--- src/rtl/bus_addr_ctrl.sv ---
// Off-chip address-phase controller: round-robin arbitration between the
// instruction-fetch and load/store ports, a programmable address hold and a done pulse.
module bus_addr_ctrl #(
  parameter int ADDR_W = 16,
  parameter int WAIT_W = 3
) (
  input  logic              clk,
  input  logic              rst,
  input  logic              imem_req,
  input  logic [ADDR_W-1:0] imem_addr,
  output logic              imem_gnt,
  output logic              imem_done,
  input  logic              dmem_req,
  input  logic [ADDR_W-1:0] dmem_addr,
  output logic              dmem_gnt,
  output logic              dmem_done,
  input  logic [WAIT_W-1:0] wait_cfg,
  output logic [ADDR_W-1:0] bus_addr_o,
  output logic              bus_valid_o,
  output logic              busy,
  output logic [1:0]        o_dbg_state
);

  typedef enum logic [1:0] {
    S_IDLE = 2'd0,
    S_ADDR = 2'd1,
    S_DONE = 2'd2
  } state_t;

  localparam logic [WAIT_W-1:0] CNT_ONE = WAIT_W'(1);

  state_t            r_state;
  logic [WAIT_W-1:0] r_cnt;
  logic              r_last_dmem;
  logic              r_owner_dmem;
  logic              w_win_dmem;

  // On a tie the port that did not win last time takes the bus.
  assign w_win_dmem  = dmem_req & (~imem_req | ~r_last_dmem);
  assign o_dbg_state = r_state;

  always_ff @(posedge clk or posedge rst) begin
    if (rst) begin
      r_state      <= S_IDLE;
      r_cnt        <= '0;
      r_last_dmem  <= 1'b0;
      r_owner_dmem <= 1'b0;
      bus_addr_o   <= '0;
      bus_valid_o  <= 1'b0;
      busy         <= 1'b0;
      imem_gnt     <= 1'b0;
      dmem_gnt     <= 1'b0;
      imem_done    <= 1'b0;
      dmem_done    <= 1'b0;
    end else begin
      imem_gnt  <= 1'b0;
      dmem_gnt  <= 1'b0;
      imem_done <= 1'b0;
      dmem_done <= 1'b0;
      case (r_state)
        S_IDLE: begin
          if (imem_req | dmem_req) begin
            r_state      <= S_ADDR;
            r_cnt        <= wait_cfg;
            bus_addr_o   <= w_win_dmem ? dmem_addr : imem_addr;
            bus_valid_o  <= 1'b1;
            busy         <= 1'b1;
            r_owner_dmem <= w_win_dmem;
            r_last_dmem  <= w_win_dmem;
            imem_gnt     <= ~w_win_dmem;
            dmem_gnt     <= w_win_dmem;
          end
        end
        S_ADDR: begin
          if (r_cnt == '0) begin
            r_state     <= S_DONE;
            bus_valid_o <= 1'b0;
            imem_done   <= ~r_owner_dmem;
            dmem_done   <= r_owner_dmem;
          end else begin
            r_cnt <= r_cnt - CNT_ONE;
          end
        end
        S_DONE: begin
          // Always spend one IDLE cycle before the next grant; address stays put.
          r_state <= S_IDLE;
          busy    <= 1'b0;
        end
        default: begin
          r_state     <= S_IDLE;
          bus_valid_o <= 1'b0;
          busy        <= 1'b0;
        end
      endcase
    end
  end

endmodule

--- config.mk ---
export PLATFORM = sky130hd
export DESIGN_NAME = bus_addr_ctrl
export DESIGN_NICKNAME = d
export VERILOG_FILES = /design/src/rtl/bus_addr_ctrl.sv
export SDC_FILE = /design/constraint.sdc
export NUM_CORES = 1
export LEC_CHECK = 0
export BUFFER_PORTS_ARGS = -buffer_cell sky130_fd_sc_hd__buf_2
export CAP_MARGIN = 20
export CORE_ASPECT_RATIO = 0.9
export CORE_MARGIN = 2
export CORE_UTILIZATION = 40
export DETAILED_ROUTE_END_ITERATION = 16
export PLACE_DENSITY = 0.79
export SLEW_MARGIN = 20
export SYNTH_ARGS = -nofsm -noshare
export SYNTH_HDL_FRONTEND = slang
export SYNTH_SLANG_ARGS = --single-unit
--- constraint.sdc ---
create_clock -name clk -period 1.5 [get_ports clk]
set_input_delay 0.15 -clock clk [delete_from_list [all_inputs] [get_ports clk]]
set_output_delay 0.15 -clock clk [all_outputs]
set_load 0.05 [all_outputs]
==> impl_metrics.toml, run 1 <==
[layout]
fill_cells = 289
drive_gt1_share_pct = 45.0
finalNetCount = 213
synthToLayoutAreaGrowth_pct = 31.7
n_antenna_cell = 0
finalNonFillerCells = 213

[floorplan]
die_h_um = 57.6
initial_utilization_pct = 41.9
io_pins = 63
die_w_um = 63.5
rows = 19
die_area_um2 = 3660
core_um2 = 3040

[timing]
rsz0062_at_grt = "false"
slew_headroom_pct = 70.9
finClkSkew_ns = 0.0148
fmax_mhz = 727
fin_setup_tns_ns = 0
setup_viol = 0
final-max-slew-violation-count = 0
finalHoldViolations = 0
min_period_ns = 1.38
worst_pin_slew_ns = 0.436
fin_crit_sh_pct = 91.7
holdWs_ns = 0.0438

[clock_network]
clk_pin_slew_ns = 0.15
insertion_delay_ns = 0.32
cts_setup_buffers = 0
cts_resized = 0
cts-root-buf = "clkbuf_4"
htreeDepth = 1
clockBufferDepth = 2
cts_sinks = 28
numCtsBuffers = 3
cts_tree = "yes"

[setup_path]
max_stage_delay_ns = 0.39
crit_chain = "inv_1 -> ha_1 -> nand2b_1 -> a22o_1 -> a32o_1"
crit_slowest_cell = "dfrtp_1"
end_kind = "register"
critPathArrivalTime_ns = 1.59
cp.required_ns = 1.71
crit_path_start_kind = "register"
path_buf_inv = 1
cp_top_family = "compound AO/OA/AOI/OAI gates"
worstSetupPathType = "reg2reg"
path_max_fanout = 4

[synthesis]
ys.flop_type = "dfrtp_1"
syn_nets = 146
synth_top_cell_area_share_pct = 54.9
yosysTopAreaCell = "dfrtp_1"
async_reset_ff_share_pct = 100
ys_seq_elements = 28
netlist_area_um2 = 1280
ys_seq_area_share_pct = 54.9
ys.warnings.count = 0
synth-edff-count = 0
syn_avg_cell_area_um2 = 12.2
synthTopCellsByArea = "dfrtp_1 55%, a221o_1 13%, a21boi_0 6.5%, a21boi_1 2.9%, and3_1 2.0%"
ys_types = 29
syn_inst = 105

[detailed_routing]
vias = 1102
ant_nets = 0
drt_iter0_drc = 24
wl_per_cell_um = 14.3
wirelength_met1_mm = 1.34
top_layer = "met4"
firstDrtPassIters = 4
viasPerCell = 5.17
route.met3.wl_um = 197
drc = 0
met2_length_mm = 1.50
drt_wl_total_mm = 3.05

[place]
place_congestion = 0.810
port-buffer-count = 62
dpl.hpwl_mm = 2.35
placed_cells = 208

[global_routing]
grt_pass1_vias = 1129
grt_pass1_wl_mm = 5.06
grt_overflow_total = 0
grt_max_degree = 18
groute.usage.overall_pct = 17.5
antenna_found_initial = 0

[power]
ir_worst_vdd_mv = 1.26
power_per_cell_area_nw_per_um2 = 2430
p_leak_nw = 0.875

[hold_path]
worstHoldPathType = "in2reg"

[outcome]
status = "complete, no violations"

[job]
maxCapViolations = 0
[cells in the final DEF (no fill, tap or decap), drive strengths merged, types with 2 or more instances in the layout]
master,synthesis,final
buf,6,69
dfrtp,28,28
a221o,16,16
a21boi,16,16
inv,5,5
and3,4,4
clkbuf,2,4
nand2b,3,3
nand2,3,3
nor2b,2,2
nor3,2,2
a22o,2,2
o21ai,2,2
ha,2,2
nor2,2,2
[where the power goes]
group,switching (mW),internal [mW],leakage [nW]
clock network,0.203,0.104,0.0150
logic,1.66,0.820,0.517
registers,0.198,1.10,0.343
total,2.06,2.02,0.875
[state kept, by name, summed over array words and instances (netlist names)]
signal	flops
bus_addr_o	16
bus_valid_o	1
busy	1
dmem_done	1
dmem_gnt	1
imem_done	1
imem_gnt	1
o_dbg_state	2
r_cnt	3
r_owner_dmem	1
[metal layers]
layer,track usage (%),vias up
li1,-,529
met1,22.5,531
met2,30.8,40
met3,2.37,2
met4,5.59,0
met5,0,-
[cell type report]
class | count | area [um2] | share of cell area, %
clock buffer | 4 | 26.3 | 1.56
inverter | 5 | 18.8 | 1.12
tap | 42 | 52.6 | 3.13
timing repair buffer | 70 | 373 | 22.2
multi-input combinational | 64 | 507 | 30.2
sequential | 28 | 703 | 41.8
[timing repair]
item                                    in CTS  in global routing
hold buffers                                 1                  0
hold endpoints to repair                    10                  0
endpoints found under the setup margin       0                  0
[stage by stage]
stage               power [mW]  setup WS, ns  utilization, %  cell area (um2)
floorplan                 3.23       0.00384               -             1290
global placement          3.72         0.213            54.0             1640
detailed placement        3.79         0.163            54.0             1640
CTS                       4.10         0.143            55.2             1680
global route              4.34        0.0846            55.2             1680
finish                    4.08         0.125            55.2             1680
[kinds of logic after synthesis]
group	share of synthesized area [%]
AO/OA/AOI/OAI	27.3
flip-flops	54.9
AND/OR/NAND/NOR	9.71
buffers and inverters	6.18
adder cells (fa/ha/maj)	1.96
[final timing paths]
check / startpoint / to / slack (ns) / cells after the start
setup / recovery: r_cnt[1]$_DFFE_PP0P_ / r_cnt[0]$_DFFE_PP0P_ / 0.12 / 5
hold / removal: dmem_addr[8] / bus_addr_o[8]$_DFFE_PP0P_ / 0.04 / 2
setup reg to reg: r_cnt[1]$_DFFE_PP0P_ / r_cnt[0]$_DFFE_PP0P_ / 0.12 / 5
hold reg to reg: bus_valid_o$_DFFE_PP0P_ / bus_valid_o$_DFFE_PP0P_ / 0.51 / 1
max in group asynchronous: rst / imem_gnt$_DFF_PP0_ / 0.66 / 4
min in group asynchronous: rst / r_cnt[1]$_DFFE_PP0P_ / 0.34 / 3
[Yosys cell counts (all sizes together) (2+ instances only)]
library cell and instances:
buf 6, clkbuf 2, a221o 16, nand2b 3, and3 4, inv 5, a22o 2, nor3 2
nor2b 2, o21ai 2, dfrtp 28, ha 2, nor2 2, nand2 3, a21boi 16
[worst reg2reg max path, cell delays in order (launching register included)]
cell and delay, ns:
dfrtp_1 0.39, inv_1 0.09, ha_1 0.19, nand2b_1 0.11, a22o_1 0.26, a32o_1 0.22
(Power assumes the default switching activity.)
==> inputs of run 2 (changes only) <==
- CORE_ASPECT_RATIO: 0.9 -> unset
==> run 2 against run 1 <==
  * Clock skew shrank 0.0074 ns
  * Maximum frequency shrank 2.5%
  * Flip-flop and latch count is the same
  * Utilization grew 1.2 points
  * Sequential share of layout area shrank 1.0 points
  * Register-to-register slack lost 0.04 ns
  * Hold slack lost 0.0024 ns
  * First-iteration DRC count grew 100%
  * Global-route usage grew 0.32 points
  * Non-clock buffer count is the same
  * Setup slack lost 0.036 ns
  * Die area is essentially flat
  * Critical endpoint unchanged
==> impl_metrics.toml, run 2 (synthesized netlist as in run 1, its figures left out) <==
[global_routing]
groute.usage.overall_pct = 17.9
grt_pass1_vias = 1103
grt_overflow_total = 0
antenna_found_initial = 0
grt_pass1_wl_mm = 4.93
grt_max_degree = 29

[power]
swShare_pct = 48.5
p_int_mw = 2.21
p_sw_mw = 2.08
p_leak_nw = 0.890
ir_worst_vdd_mv = 1.09
power.share.sequential_pct = 30.1
power_per_cell_area_nw_per_um2 = 2490
combPwrFrac_pct = 58.7
power_frac_clock_pct = 11.2

[setup_path]
worstSetupPathType = "reg2reg"
worstRegToRegCells = 5
path_max_fanout = 4
crit_path_start_kind = "register"
cp.required_ns = 1.72
end_kind = "register"
critPathArrivalTime_ns = 1.63

[clock_network]
clockBufferDepth = 2
numCtsBuffers = 3
htreeDepth = 1
cts_tree = "yes"
cts_resized = 0
insertion_delay_ns = 0.32
cts_sinks = 28
clk_pin_slew_ns = 0.14
postCtsHoldBufs = 1
cts-root-buf = "clkbuf_4"
cts_setup_buffers = 0

[layout]
largest_reg_flops = 16
final_core_util_pct = 56.4
final_cell_mix = "62 x buf_2, 26 x dfrtp_1, 16 x a221o_1"
synthToLayoutAreaGrowth_pct = 34.9
drive_gt1_share_pct = 45.6
n_antenna_cell = 0
finalNetCount = 213
fill_cells = 273
final_common_cell = "buf_2"
largest_register = "bus_addr_o"

[detailed_routing]
drt_iter0_drc = 48
wl_per_cell_um = 14.2
drt_wl_total_mm = 3.05
firstDrtPassIters = 4
vias = 1105
drc = 0
ant_nets = 0
viasPerCell = 5.14

[floorplan]
initial_utilization_pct = 41.8
die_area_um2 = 3660
die_h_um = 60.5
die_w_um = 60.5
io_pins = 63
rows = 20
core_um2 = 3050

[timing]
rsz0062_at_grt = "false"
worst_pin_slew_ns = 0.339
fin_crit_sh_pct = 94.0
setup_ws_ns = 0.0894
fmax_mhz = 709
slew_headroom_pct = 77.4
final-max-slew-violation-count = 0
finClkSkew_ns = 0.00743
min_period_ns = 1.41
finalHoldViolations = 0
setup_viol = 0
fin_setup_tns_ns = 0

[job]
maxCapViolations = 0

[outcome]
status = "complete, no violations"

[place]
port-buffer-count = 62
place_congestion = 0.765
dp_slack_ns = 0.120
dpl.hpwl_mm = 2.34

[hold_path]
worstHoldPathType = "in2reg"
holdPathStages = 2
run 2: changes by cell type in the layout (fill, tap and decap cells not counted), sizes merged:
cell,change
bufinv,+1
clkbuf,-1
run 2: area by class of cell:
class / instances / area (um2) / share of cell area, %
Clock inverter: 1 / 30.0 / 1.74
Sequential cell: 28 / 703 / 40.8
Inverter: 5 / 18.8 / 1.09
Timing Repair Buffer: 70 / 385 / 22.4
Tap cell: 44 / 55.1 / 3.20
Multi-Input combinational cell: 64 / 507 / 29.4
Clock buffer: 3 / 22.5 / 1.31
run 2: stage by stage:
step / cell area (um2) / hold WS [ns] / power [mW] / std cells
3_3_place_gp: 1660 / 0.223 / 3.76 / 210
6_report: 1720 / 0.0414 / 4.29 / 215
5_1_grt: 1720 / 0.0307 / 4.54 / 215
3_5_place_dp: 1660 / 0.229 / 3.83 / 210
2_1_floorplan: 1290 / 0.215 / 3.23 / 105
4_1_cts: 1720 / 0.0302 / 4.32 / 215
run 2: routing by layer:
metal  vias up  global-route usage (%)  part of all wire, %
met2        44                    30.9                   49
li1        529                       -                    -
met1       530                    24.0                   44
met3         2                    4.05                  6.8
met4         0                    1.86                 0.39
met5         -                       0                    0
run 2: power groups by stage:
stage	Combinational [mW]	Sequential (mW)	Clock (mW)
2_1_floorplan	0.970	2.26	0
3_3_place_gp	2.46	1.30	0
3_5_place_dp	2.52	1.30	0
4_1_cts	2.53	1.29	0.496
5_1_grt	2.68	1.34	0.521
6_report	2.52	1.29	0.479
run 2: final timing paths:
check / startpoint / endpoint / slack (ns)
setup reg to reg: r_cnt[0]$_DFFE_PP0P_ / r_cnt[0]$_DFFE_PP0P_ / 0.09
hold reg to reg: bus_valid_o$_DFFE_PP0P_ / bus_valid_o$_DFFE_PP0P_ / 0.52
setup / recovery: r_cnt[0]$_DFFE_PP0P_ / r_cnt[0]$_DFFE_PP0P_ / 0.09
max in group asynchronous: rst / o_dbg_state[1]$_DFFE_PP0P_ / 0.82
min in group asynchronous: rst / bus_addr_o[11]$_DFFE_PP0P_ / 0.41
hold / removal: dmem_addr[6] / bus_addr_o[6]$_DFFE_PP0P_ / 0.04
run 2: worst max-delay path: stages (launching register included):
cell,delay [ns]
dfrtp_1,0.42
inv_1,0.08
ha_1,0.19
nand2b_1,0.13
a22o_1,0.26
a32o_1,0.23
